[src/rtl/clk_divider_pkg.sv]
// Shared types and constants for the programmable clock-enable divider.
package clk_divider_pkg;

  typedef enum logic {
    ST_IDLE = 1'b0,
    ST_RUN  = 1'b1
  } state_e;

  localparam int unsigned CLK_DIV_MIN = 2;

endpackage

[src/rtl/clk_divider_cnt.sv]
// Period counter for clk_divider: counts 0..div-1 while running, flags the
// period end and whether the next count lies in the high phase.
module clk_divider_cnt #(
  parameter int DIV_W = 16
) (
  input  logic             clock,
  input  logic             reset,
  input  logic             run_i,
  input  logic [DIV_W-1:0] div_i,
  output logic [DIV_W-1:0] cnt_o,
  output logic             wrap_o,
  output logic             next_high_o
);

  logic [DIV_W-1:0] cnt_q, cnt_d;
  logic [DIV_W:0]   half_len;

  // One extra bit so the rounding-up add cannot overflow at the max divisor.
  assign half_len = ({1'b0, div_i} + {{DIV_W{1'b0}}, 1'b1}) >> 1;

  assign wrap_o = run_i && (cnt_q == (div_i - {{(DIV_W-1){1'b0}}, 1'b1}));

  always_comb begin
    cnt_d = cnt_q + {{(DIV_W-1){1'b0}}, 1'b1};
    if (!run_i || wrap_o) begin
      cnt_d = '0;
    end
  end

  assign next_high_o = ({1'b0, cnt_d} < half_len);
  assign cnt_o       = cnt_q;

  always_ff @(posedge clock) begin
    if (reset) begin
      cnt_q <= '0;
    end else begin
      cnt_q <= cnt_d;
    end
  end

endmodule

[src/rtl/clk_divider.sv]
// Programmable clock-enable divider with valid/ready divisor load applied at
// period boundaries. Optional macro CLK_DIVIDER_PERIOD_COUNT_EN adds period_count.
module clk_divider
  import clk_divider_pkg::*;
#(
  parameter int DIV_W       = 16,
  parameter int DEFAULT_DIV = 4
) (
  input  logic             clock,
  input  logic             reset,
  input  logic             enable,
  input  logic             div_valid,
  input  logic [DIV_W-1:0] div_value,
  output logic             div_ready,
  output logic             clkout,
  output logic             tick,
`ifdef CLK_DIVIDER_PERIOD_COUNT_EN
  output logic [31:0]      period_count,
`endif
  output logic             busy
);

  localparam logic [DIV_W-1:0] DIV_MIN_W = DIV_W'(CLK_DIV_MIN);
  localparam logic [DIV_W-1:0] DIV_RST_W = DIV_W'(DEFAULT_DIV);

  state_e           state_q, state_d;
  logic [DIV_W-1:0] div_q, div_d;
  logic [DIV_W-1:0] pval_q, pval_d;
  logic             pend_q, pend_d;
  logic             clkout_q, clkout_d;
  logic             tick_q, tick_d;

  logic             xfer;
  logic [DIV_W-1:0] div_clamped;
  logic             wrap, next_high;
  logic [DIV_W-1:0] unused_cnt;

  clk_divider_cnt #(.DIV_W(DIV_W)) u_cnt (
    .clock       (clock),
    .reset       (reset),
    .run_i       (state_q == ST_RUN),
    .div_i       (div_q),
    .cnt_o       (unused_cnt),
    .wrap_o      (wrap),
    .next_high_o (next_high)
  );

  assign xfer        = div_valid && !pend_q;
  assign div_clamped = (div_value < DIV_MIN_W) ? DIV_MIN_W : div_value;

  always_comb begin
    state_d  = state_q;
    div_d    = div_q;
    pval_d   = pval_q;
    pend_d   = pend_q;
    clkout_d = 1'b0;
    tick_d   = 1'b0;
    case (state_q)
      ST_IDLE: begin
        // A divisor caught pending by the final wrap is applied while idle.
        if (pend_q) begin
          div_d  = pval_q;
          pend_d = 1'b0;
        end
        if (xfer) begin
          div_d = div_clamped;
        end
        if (enable) begin
          state_d  = ST_RUN;
          clkout_d = 1'b1;
          tick_d   = 1'b1;
        end
      end
      ST_RUN: begin
        if (xfer) begin
          pval_d = div_clamped;
          pend_d = 1'b1;
        end
        if (wrap && pend_q) begin
          div_d  = pval_q;
          pend_d = 1'b0;
        end
        if (wrap && !enable) begin
          state_d = ST_IDLE;
        end else begin
          clkout_d = next_high;
          tick_d   = next_high && !clkout_q;
        end
      end
      default: state_d = ST_IDLE;
    endcase
  end

  always_ff @(posedge clock) begin
    if (reset) begin
      state_q  <= ST_IDLE;
      div_q    <= DIV_RST_W;
      pval_q   <= '0;
      pend_q   <= 1'b0;
      clkout_q <= 1'b0;
      tick_q   <= 1'b0;
    end else begin
      state_q  <= state_d;
      div_q    <= div_d;
      pval_q   <= pval_d;
      pend_q   <= pend_d;
      clkout_q <= clkout_d;
      tick_q   <= tick_d;
    end
  end

`ifdef CLK_DIVIDER_PERIOD_COUNT_EN
  logic [31:0] pcount_q;

  always_ff @(posedge clock) begin
    if (reset) begin
      pcount_q <= '0;
    end else if (tick_d) begin
      pcount_q <= pcount_q + 32'd1;
    end
  end

  assign period_count = pcount_q;
`endif

  assign div_ready = !pend_q;
  assign clkout    = clkout_q;
  assign tick      = tick_q;
  assign busy      = (state_q == ST_RUN);

endmodule

[config.mk]
export PLATFORM = sky130hd
export DESIGN_NAME = clk_divider
export DESIGN_NICKNAME = d
export VERILOG_FILES = /design/src/rtl/clk_divider_pkg.sv /design/src/rtl/clk_divider_cnt.sv /design/src/rtl/clk_divider.sv
export SDC_FILE = /design/constraint.sdc
export NUM_CORES = 1
export LEC_CHECK = 0
export ABC_AREA = 1
export ABC_CLOCK_PERIOD_IN_PS = 8330
export BUFFER_PORTS_ARGS = -buffer_cell sky130_fd_sc_hd__buf_4
export CORE_MARGIN = 5
export CORE_UTILIZATION = 45
export CTS_CLUSTER_SIZE = 20
export DETAILED_ROUTE_END_ITERATION = 8
export SYNTH_ARGS = -nofsm -noshare
export SYNTH_HDL_FRONTEND = slang
export SYNTH_SLANG_ARGS = --single-unit
[constraint.sdc]
create_clock -name clock -period 8.33 [get_ports clock]
set_input_delay 0.4165 -clock clock [delete_from_list [all_inputs] [get_ports clock]]
set_output_delay 0.4165 -clock clock [all_outputs]
set_load 0.01 [all_outputs]
# Word-level counts from Yosys, hierarchy flattened
# Cells that the tools add are included.
# classes
mux,16
n_bitwise,1
eq_ne,4
n_reduce_logical,12
n_lt_le_gt_ge,2
n_addsub,3
# ops
operator,count
two-way mux 16 bit,5
case mux 16 bit (2 select lines),1
adder 16 x 1 -> 17 bit (second input constant),1
adder 16 x 1 -> 16 bit (second input constant),1
== test 16 bit,1
less-than comparator 16 bit,1
less-than comparator 16 x 2 -> 1 bit (second input constant),1
subtractor 16 x 1 -> 16 bit (second input constant),1
case mux 1 bit (2 select lines),4
two-way mux 1 bit,6
logical AND 1 bit,5
logical NOT 1 bit,4
AND reduction 2 bit,2
inequality test 3 x 1 -> 1 bit (second input constant),1
inequality test 3 bit (second input constant),1
inequality test 2 x 1 -> 1 bit (second input constant),1
logical OR 1 bit,1
NOT 1 bit,1
# totals
out_inout_bits,4
inputBits,20
reg_bits,52

# Longest topological paths before layout
# Gate-level depths: netlist of run 1.
# depth
ltp_word,9
depth_mapped,28
ltp_nobuf,27

# Cells and area by module
# A second synthesis of run 1 with hierarchy kept.
# hier_totals
hier_cells,546
area_unflattened_um2,3716.1
# modules_own_cells
module,cells_each,instances,area_per_inst_um2,seq_area_each_um2
clk_divider_cnt,349,1,2193.4,320.3
clk_divider,197,1,1522.7,720.7

# Worst setup path before layout of run 1
# Ideal clock, no wire load.
# synth_path
kind,reg2reg
startpoint,register div_q[0]
endpoint,register tick_q (netlist: tick)
slack_ns,5.398
setup_time_ns,0.062
arrival_ns,2.870
synth_period_minus_slack_ns,2.932
stages_incl_launch_ff,26
path_cell_list,dfxtp_1 inv_2 ha_1 nand2_2 nor2_2 nand3_1 inv_2 nand2_1 nand2_1 nand2_1 inv_1 nand2_1 nor2_2 nand2_2 nand2_2 clkbuf_1 nor3_1 ha_1 a21oi_1 nor2_1 a211oi_1 o221a_2 nand2_1 nand2_1 nand2_1 nor2_2
# synth_via
elab_chain_cells,9
elab_cells_between_ends,11
# synth_rtl
element,line,rtl
from (decl),clk_divider.sv:27,"logic [DIV_W-1:0] div_q, div_d;"
from (signal assigned),clk_divider.sv:104,div_q <= div_d;
subtractor 16 x 1 -> 16 bit,clk_divider_cnt.sv:21,"assign wrap_o = run_i && (cnt_q == (div_i - {{(DIV_W-1){1'b0}}, 1'b1}));"
== test 16 bit,clk_divider_cnt.sv:21,
logical AND 1 bit,clk_divider_cnt.sv:21,
logical OR 1 bit,clk_divider_cnt.sv:25,if (!run_i || wrap_o) begin
two-way mux 16 bit,clk_divider_cnt.sv:25,
named net u_cnt.cnt_d[9],clk_divider_cnt.sv:15,"logic [DIV_W-1:0] cnt_q, cnt_d;"
less-than comparator 16 bit,clk_divider_cnt.sv:30,"assign next_high_o = ({1'b0, cnt_d} < half_len);"
logical AND 1 bit,clk_divider.sv:87,tick_d = next_high && !clkout_q;
two-way mux 1 bit,clk_divider.sv:83,if (wrap && !enable) begin
case mux 1 bit (2 select lines),clk_divider.sv:58,case (state_q)
to (signal assigned),clk_divider.sv:108,tick_q <= tick_d;
to (decl),clk_divider.sv:31,"logic tick_q, tick_d;"
# The timed path passes the listed nets, and every way through them passes these cells.
# A chain may end at the register's enable or synchronous reset.

# Worst setup path in the final report of run 1
# Same ends and word-level chain as after synthesis.

==> results of run 1 <==
Yosys cell counts (2+ instances only):
master and count:
dfxtp_1 52, nand3b_1 5, xor2_1 19, nor3_1 18, nand2_1 112, nor4_1 10
nor2_2 9, o21ai_1 7, a21oi_1 16, xnor2_1 12, nand2_2 5, nand4_1 7
nand3_1 20, nor2_4 2, a31oi_1 12, clkbuf_1 12, nor3_2 7, inv_1 44
o21ai_0 33, ha_1 18, buf_2 3, clkinv_1 2, inv_2 16, nor2_1 75
a211oi_1 2
where the power goes:
group          switching (uW)  total, uW  internal, uW
clock                    96.5        188          91.1
sequential               18.0        281           263
combinational            81.9        131          49.5
state kept, by name (all words and copies together) (netlist names):
register	cells
tick	1
clkout	1
pval_q	16
busy	1
div_q	16
u_cnt.cnt_o	16
pend_q	1
cell families after synthesis:
logic type | count (synthesis) | share of synthesized area (%)
DFF | 52 | 29.7
adders and majority gates | 18 | 6.42
xor gates and xnor gates | 31 | 7.74
and+or+nand+nor | 273 | 35.2
AOI/OAI and AO/OA | 74 | 11.8
buffers and inverters | 81 | 9.13
cells in the final DEF (no fill, tap or decap), drive strengths merged:
cell type  instances
xor2              19
nor3b              1
nand3b             5
a21oi             17
nand3             20
nor3              25
o221a              1
nor2              86
clkinv             3
dfxtp             52
inv               61
ha                18
or2                2
xnor2             12
nor4              10
o21ai             40
a211oi             2
a31oi             12
o211ai             1
nand4              7
nand2            117
bufinv             1
clkbuf             6
buf               24
o21a               1
how the worst max path moves through the flow:
stage | from | to | slack [ns] | depth (start not counted)
6_report | div_q[0]$_SDFFE_PP0P_ | tick$_SDFF_PP0_ | 4.89 | 19
5_1_grt | div_q[0]$_SDFFE_PP0P_ | tick$_SDFF_PP0_ | 4.52 | 22
4_1_cts | div_q[0]$_SDFFE_PP0P_ | tick$_SDFF_PP0_ | 4.81 | 19
3_5_place_dp | div_q[0]$_SDFFE_PP0P_ | tick$_SDFF_PP0_ | 4.84 | 19
2_1_floorplan | div_q[0]$_SDFFE_PP0P_ | tick$_SDFF_PP0_ | 5.40 | 25
3_3_place_gp | div_q[0]$_SDFFE_PP0P_ | tick$_SDFF_PP0_ | 4.94 | 19
critical path, delay by kind of cell, from the launching register on:
family          cells  cell delay, ns
buf+inv             1            0.10
simple gates       11            1.40
flops               1            0.42
fa+ha+maj           2            0.69
xor+xnor            1            0.16
compound gates      4            0.62
layout make-up:
class / count / area (sq um)
Fill cell: 791 / 3800
Multi-Input combinational cell: 396 / 2150
Sequential cell: 52 / 1040
Inverter: 63 / 238
Timing Repair Buffer: 24 / 180
Tap cell: 102 / 128
Clock buffer: 6 / 72.6
Clock inverter: 2 / 38.8
per-stage QoR:
stage          instance area, sq um  std cells  hold slack, ns
2_1_floorplan                  3510        529           0.453
3_3_place_gp                   3730        637           0.467
3_5_place_dp                   3730        637           0.470
4_1_cts                        3840        645           0.331
5_1_grt                        3840        645           0.330
6_report                       3840        645           0.335
metal layers:
metal,GRT usage (%),wire length (microns),vias up
li1,-,-,1745
met1,25.5,4280,1446
met2,27.4,3630,56
met3,2.93,262,14
met4,5.99,152,0
met5,0,0,-
==> key figures, run 1 <==
Run status
  • Status: finished, final reports clean

Min path
  • Hold path cells: 3
  • HP Class: in2reg
  • Hold EP: pval_q[10]$_SDFFE_PP0P_
  • Hold_sp: div_value[10]

Floorplanning
  • Die area: 9660 sq um
  • Initial core utilization: 45.9%
  • Die height: 98.3 microns
  • IO Pins: 24
  • Core area: 7650 sq um
  • Die width: 98.3 microns
  • Num rows: 32

Synthesis
  • Post-synthesis cell area: 3510 sq um
  • Syn Inst Count: 529
  • FFs w/ async S/R, synth: 0%
  • Synth cell types: 36
  • Total number of yosys warnings: 0
  • Area contributors post-synth: dfxtp_1 (30%), nand2_1 (12%), nor2_1 (8.0%)
  • Syn nets: 567
  • Seq/Total Area, Yosys: 29.7%
  • #FFs+latches synth: 52
  • Syn_area_per_cell: 6.63 sq um
  • Yosys top cell area share: 29.7%
  • Ys flop type: dfxtp_1
  • Number of flops mapped to enable cells by yosys: 0
  • Post-synth top area cell: dfxtp_1

Placement
  • Dpl ws: 4.84 ns
  • Port Buffers: 23
  • Final Wtd Congestion: 0.823
  • Detailed Place HPWL: 6340 microns

Clocking
  • Post-CTS Setup Inserts: 0
  • Hold buffers post-CTS: 0
  • Post_cts resized: 0
  • Skew-Pair Late Insertion Delay: 0.32 ns
  • Number of H-tree branching levels: 2
  • Root Driver: clkbuf_8
  • Clock slew at reported path FFs: 0.11 ns
  • CTS tree: yes
  • Cts bufs inserted: 5
  • CTS sink cnt: 52
  • Max Root-Sink Buffers: 2

Worst setup path
  • FF-to-FF setup slack: 4.89 ns
  • Critical path's largest stage delay: 0.49 ns
  • Critical Path Source Type: register
  • Reg-to-Reg Start: div_q[0]$_SDFFE_PP0P_
  • Worst path arrival time: 3.72 ns
  • Crit path capture type: register
  • CP max FO: 32
  • Cell mode on critical path: nand2_1
  • Crit path required time: 8.60 ns
  • Critical-path top delay cell: nand2_2
  • Worst r2r dst: tick$_SDFF_PP0_
  • Cells along the critical path: inv_2 > ha_1 > xor2_1 > o21ai_0 > nor2_1 > nand3_1 > nor2_2 > nand2_2 > nand2_2 > nor3_1 > ha_1 > a21oi_1 > nor2_1 > a211oi_1 > o221a_2 > nand2_1 > nand2_1 > nand2_1 > nor2_2
  • Crit Path Class: reg2reg
  • Worst r2r path cells: 19

Detailed routing
  • DR vias: 3261
  • Routed wire length: 8330 microns
  • DRC viols: 0
  • Post-route ant nets: 0
  • Drt pass-1 iters: 5
  • Vias per cell: 5.06
  • 1st-iter DRT viols: 210
  • WL/cell: 12.9 microns

Power
  • LEAKAGE: 0.00163 uW
  • Max IR drop VDD: 0.0000659 V
  • Cell Pwr Density: 156 nW/um^2
  • Total power: 600 uW

Timing
  • Setup WS post-layout: 4.89 ns
  • Slew @ Worst Pin: 0.786 ns
  • Final Hold Vio Count: 0
  • Post-layout minimum cycle time: 3.44 ns
  • FMAX: 0.290 GHz
  • Period utilisation layout: 41.3%
  • Unrepaired setup endpoints after global routing: no
  • Final Max Slew Viols: 0
  • Setup Skew: 0.00945 ns
  • Setup tns final: 0 ns
  • Worst relative slew slack: 47.5%
  • Endpoints failing setup: 0

GRT
  • Largest net degree at the start of global routing: 33
  • Antenna violations before repair: 0
  • GRT Total Usage: 17.9%
  • First-pass GRT wire length: 14300 microns
  • Gr ovfl total: 0
  • Vias in the first global route: 3080

Job
  • Max_cap viols: 0

Layout
  • Final #Nets: 580
  • Fin util: 50.3%
  • Share of cells above drive strength 1: 13.6%
  • # diodes: 0
  • Syn-to-layout area delta: 9.60%
Power figures use the tool's default switching activity.
==> run 2: changes to the inputs <==
--- a/config.mk
+++ b/config.mk
@@ -6,7 +6,7 @@
 export NUM_CORES = 1
 export LEC_CHECK = 0
 export ABC_AREA = 1
-export ABC_CLOCK_PERIOD_IN_PS = 8330
+export ABC_CLOCK_PERIOD_IN_PS = 3600
 export BUFFER_PORTS_ARGS = -buffer_cell sky130_fd_sc_hd__buf_4
 export CORE_MARGIN = 5
 export CORE_UTILIZATION = 45
==> constraint.sdc (replaced) <==
create_clock -name clock -period 3.6 [get_ports clock]
set_input_delay 0.18 -clock clock [delete_from_list [all_inputs] [get_ports clock]]
set_output_delay 0.18 -clock clock [all_outputs]
set_load 0.01 [all_outputs]
==> key figures, run 2 (same netlist as run 1, synthesis figures left out) <==
Worst setup path
  • CP max FO: 3 (-91%)
  • Reg-to-Reg Start: u_cnt.cnt_o[1]$_SDFF_PP0_
  • Delay-heaviest family, CP: simple AND/OR/NAND/NOR gates
  • Crit path from: u_cnt.cnt_o[1]$_SDFF_PP0_
  • Worst path bufs/invs: 1 (unchanged)
  • Crit Path Class: reg2reg
  • Worst path arrival time: 3.45 ns (-0.27 ns)
  • FF-to-FF setup slack: 0.38 ns (-4.51 ns)
  • Cell mode on critical path: nand2_1
  • Critical Path Source Type: register
  • Critical path's largest stage delay: 0.39 ns (-0.10 ns)
  • Cells along the critical path: ha_1 > nand2_1 > nor2_1 > nand2_1 > nor4_1 > nand3_1 > nor2_1 > nand2_1 > nor3_1 > xnor2_1 > nor2_1 > ha_1 > nand4_1 > o221a_2 > nand2_1 > nand2_1 > nand2_1 > inv_1
  • Crit path capture type: register
  • Crit path required time: 3.83 ns (-4.77 ns)
  • Critical path depth: 18 (-1)
  • Worst r2r path cells: 18 (-1)
  • Critical-path top delay cell: dfxtp_1
  • Worst r2r dst: clkout$_SDFF_PP0_

Detailed routing
  • Drt pass-1 iters: 4 (-1)
  • Routed wire length: 8700 microns (+4.5%)
  • WL/cell: 13.4 microns (+3.8%)
  • DRC viols: 0 (unchanged)
  • DR vias: 3282 (+0.64%)
  • Post-route ant nets: 0 (unchanged)
  • Vias per cell: 5.06 (about the same)
  • 1st-iter DRT viols: 231 (+10%)

Timing
  • Period utilisation layout: 89.5% (+48 points)
  • Unrepaired setup endpoints after global routing: no
  • Worst relative slew slack: 47.3% (-0.24 points)
  • Slew @ Worst Pin: 0.790 ns (+0.00365 ns)
  • WHS: 0.105 ns (-0.230 ns)
  • Endpoints failing setup: 0 (unchanged)
  • FMAX: 0.310 GHz (+6.8%)
  • Final Hold Vio Count: 0 (unchanged)
  • Final Max Slew Viols: 0 (unchanged)
  • Setup Skew: 0.00848 ns (-0.000976 ns)
  • Post-layout minimum cycle time: 3.22 ns (-0.219 ns)
  • Setup tns final: 0 ns (unchanged)

Layout
  • Fillers: 824 (+4.2%)
  • # diodes: 0 (unchanged)
  • Syn-to-layout area delta: 10.0%
  • Share of cells above drive strength 1: 14.4% (+0.81 points)
  • Most frequent cells in the layout: nand2_1 (112), nor2_1 (75), dfxtp_1 (52)
  • Register Area: 1040 sq um (unchanged)
  • Final #Nets: 584 (+0.69%)
  • Commonest non-fill, non-tap cell in the layout: nand2_1
  • Footprint of the multi-input gates: 2150 sq um (+0.23%)

Clocking
  • Hold buffers post-CTS: 0 (unchanged)
  • Number of H-tree branching levels: 2 (unchanged)
  • Skew-Pair Late Insertion Delay: 0.31 ns (about the same)
  • CTS sink cnt: 52 (unchanged)
  • Cts bufs inserted: 5 (unchanged)
  • Post_cts resized: 0 (unchanged)
  • Max Root-Sink Buffers: 2 (unchanged)
  • CTS tree: yes
  • Clock slew at reported path FFs: 0.11 ns (about the same)
  • Root Driver: clkbuf_8
  • Post-CTS Setup Inserts: 0 (unchanged)

GRT
  • Largest net degree at the start of global routing: 32 (-3.0%)
  • Vias in the first global route: 3147 (+2.2%)
  • GRT Total Usage: 18.3% (+0.47 points)
  • First-pass GRT wire length: 14700 microns (+3.1%)
  • Antenna violations before repair: 0 (unchanged)
  • Gr ovfl total: 0 (unchanged)

Job
  • Max_cap viols: 0 (unchanged)

Min path
  • Hold_sp: div_value[8]
  • Hold EP: pval_q[8]$_SDFFE_PP0P_
  • Hold path cells: 3 (unchanged)
  • HP Class: in2reg

Floorplanning
  • Num rows: 32 (unchanged)
  • Core area: 7650 sq um (unchanged)
  • Initial core utilization: 45.9% (unchanged)
  • Die height: 98.3 microns (unchanged)
  • Die area: 9660 sq um (unchanged)
  • Die width: 98.3 microns (unchanged)
  • IO Pins: 24 (unchanged)

Placement
  • Detailed Place HPWL: 6670 microns (+5.1%)
  • Port Buffers: 23 (unchanged)
  • Final Wtd Congestion: 0.932 (+13%)

Run status
  • Status: finished, final reports clean

Power
  • Cell Pwr Density: 345 nW/um^2 (+120%)
  • LEAKAGE: 0.00164 uW (+0.76%)
  • Max IR drop VDD: 0.000202 V (+210%)
[run 2: report_power, final]
group,internal (uW),leakage [uW],switching (uW)
clock network,140,0.0000485,225
logic,119,0.00116,197
registers,608,0.000426,41.4
[run 2: area by class of cell]
class	instances	share of cell area [%]
multi-input cells	396	55.7
flip-flops and latches	52	27.0
inverters	63	6.16
repair buffers	28	5.45
well taps	102	3.31
clock buffers	5	1.78
clock inverters	3	0.584
[run 2: per-layer routing]
layer | vias to the layer above | global-route usage [%] | routed length, microns
met1 | 1491 | 25.7 | 4340
met5 | - | 0 | 0
met2 | 41 | 30.2 | 4030
li1 | 1745 | - | -
met4 | 0 | 3.68 | 55
met3 | 5 | 2.43 | 278
[run 2: worst max-delay path by stage]
stage / to
floorplan: tick$_SDFF_PP0_
global placement: tick$_SDFF_PP0_
detailed placement: tick$_SDFF_PP0_
CTS: tick$_SDFF_PP0_
global route: clkout$_SDFF_PP0_
finish: clkout$_SDFF_PP0_
[run 2: worst min-delay path: stages]
cell	delay (ns)
buf_4	0.09
nor2_1	0.04
nor2_1	0.08
[run 2: through the flow]
step                setup WS, ns  total power [uW]  instance area [sq um]  utilization (%)  instances
detailed placement         0.375               977                   3760             49.2        641
global route              0.0251              1420                   3860             50.5        649
floorplan                  0.668               888                   3510                -        529
finish                     0.377              1330                   3860             50.5        649
CTS                        0.353              1340                   3850             50.4        649
global placement           0.391               971                   3760             49.2        641
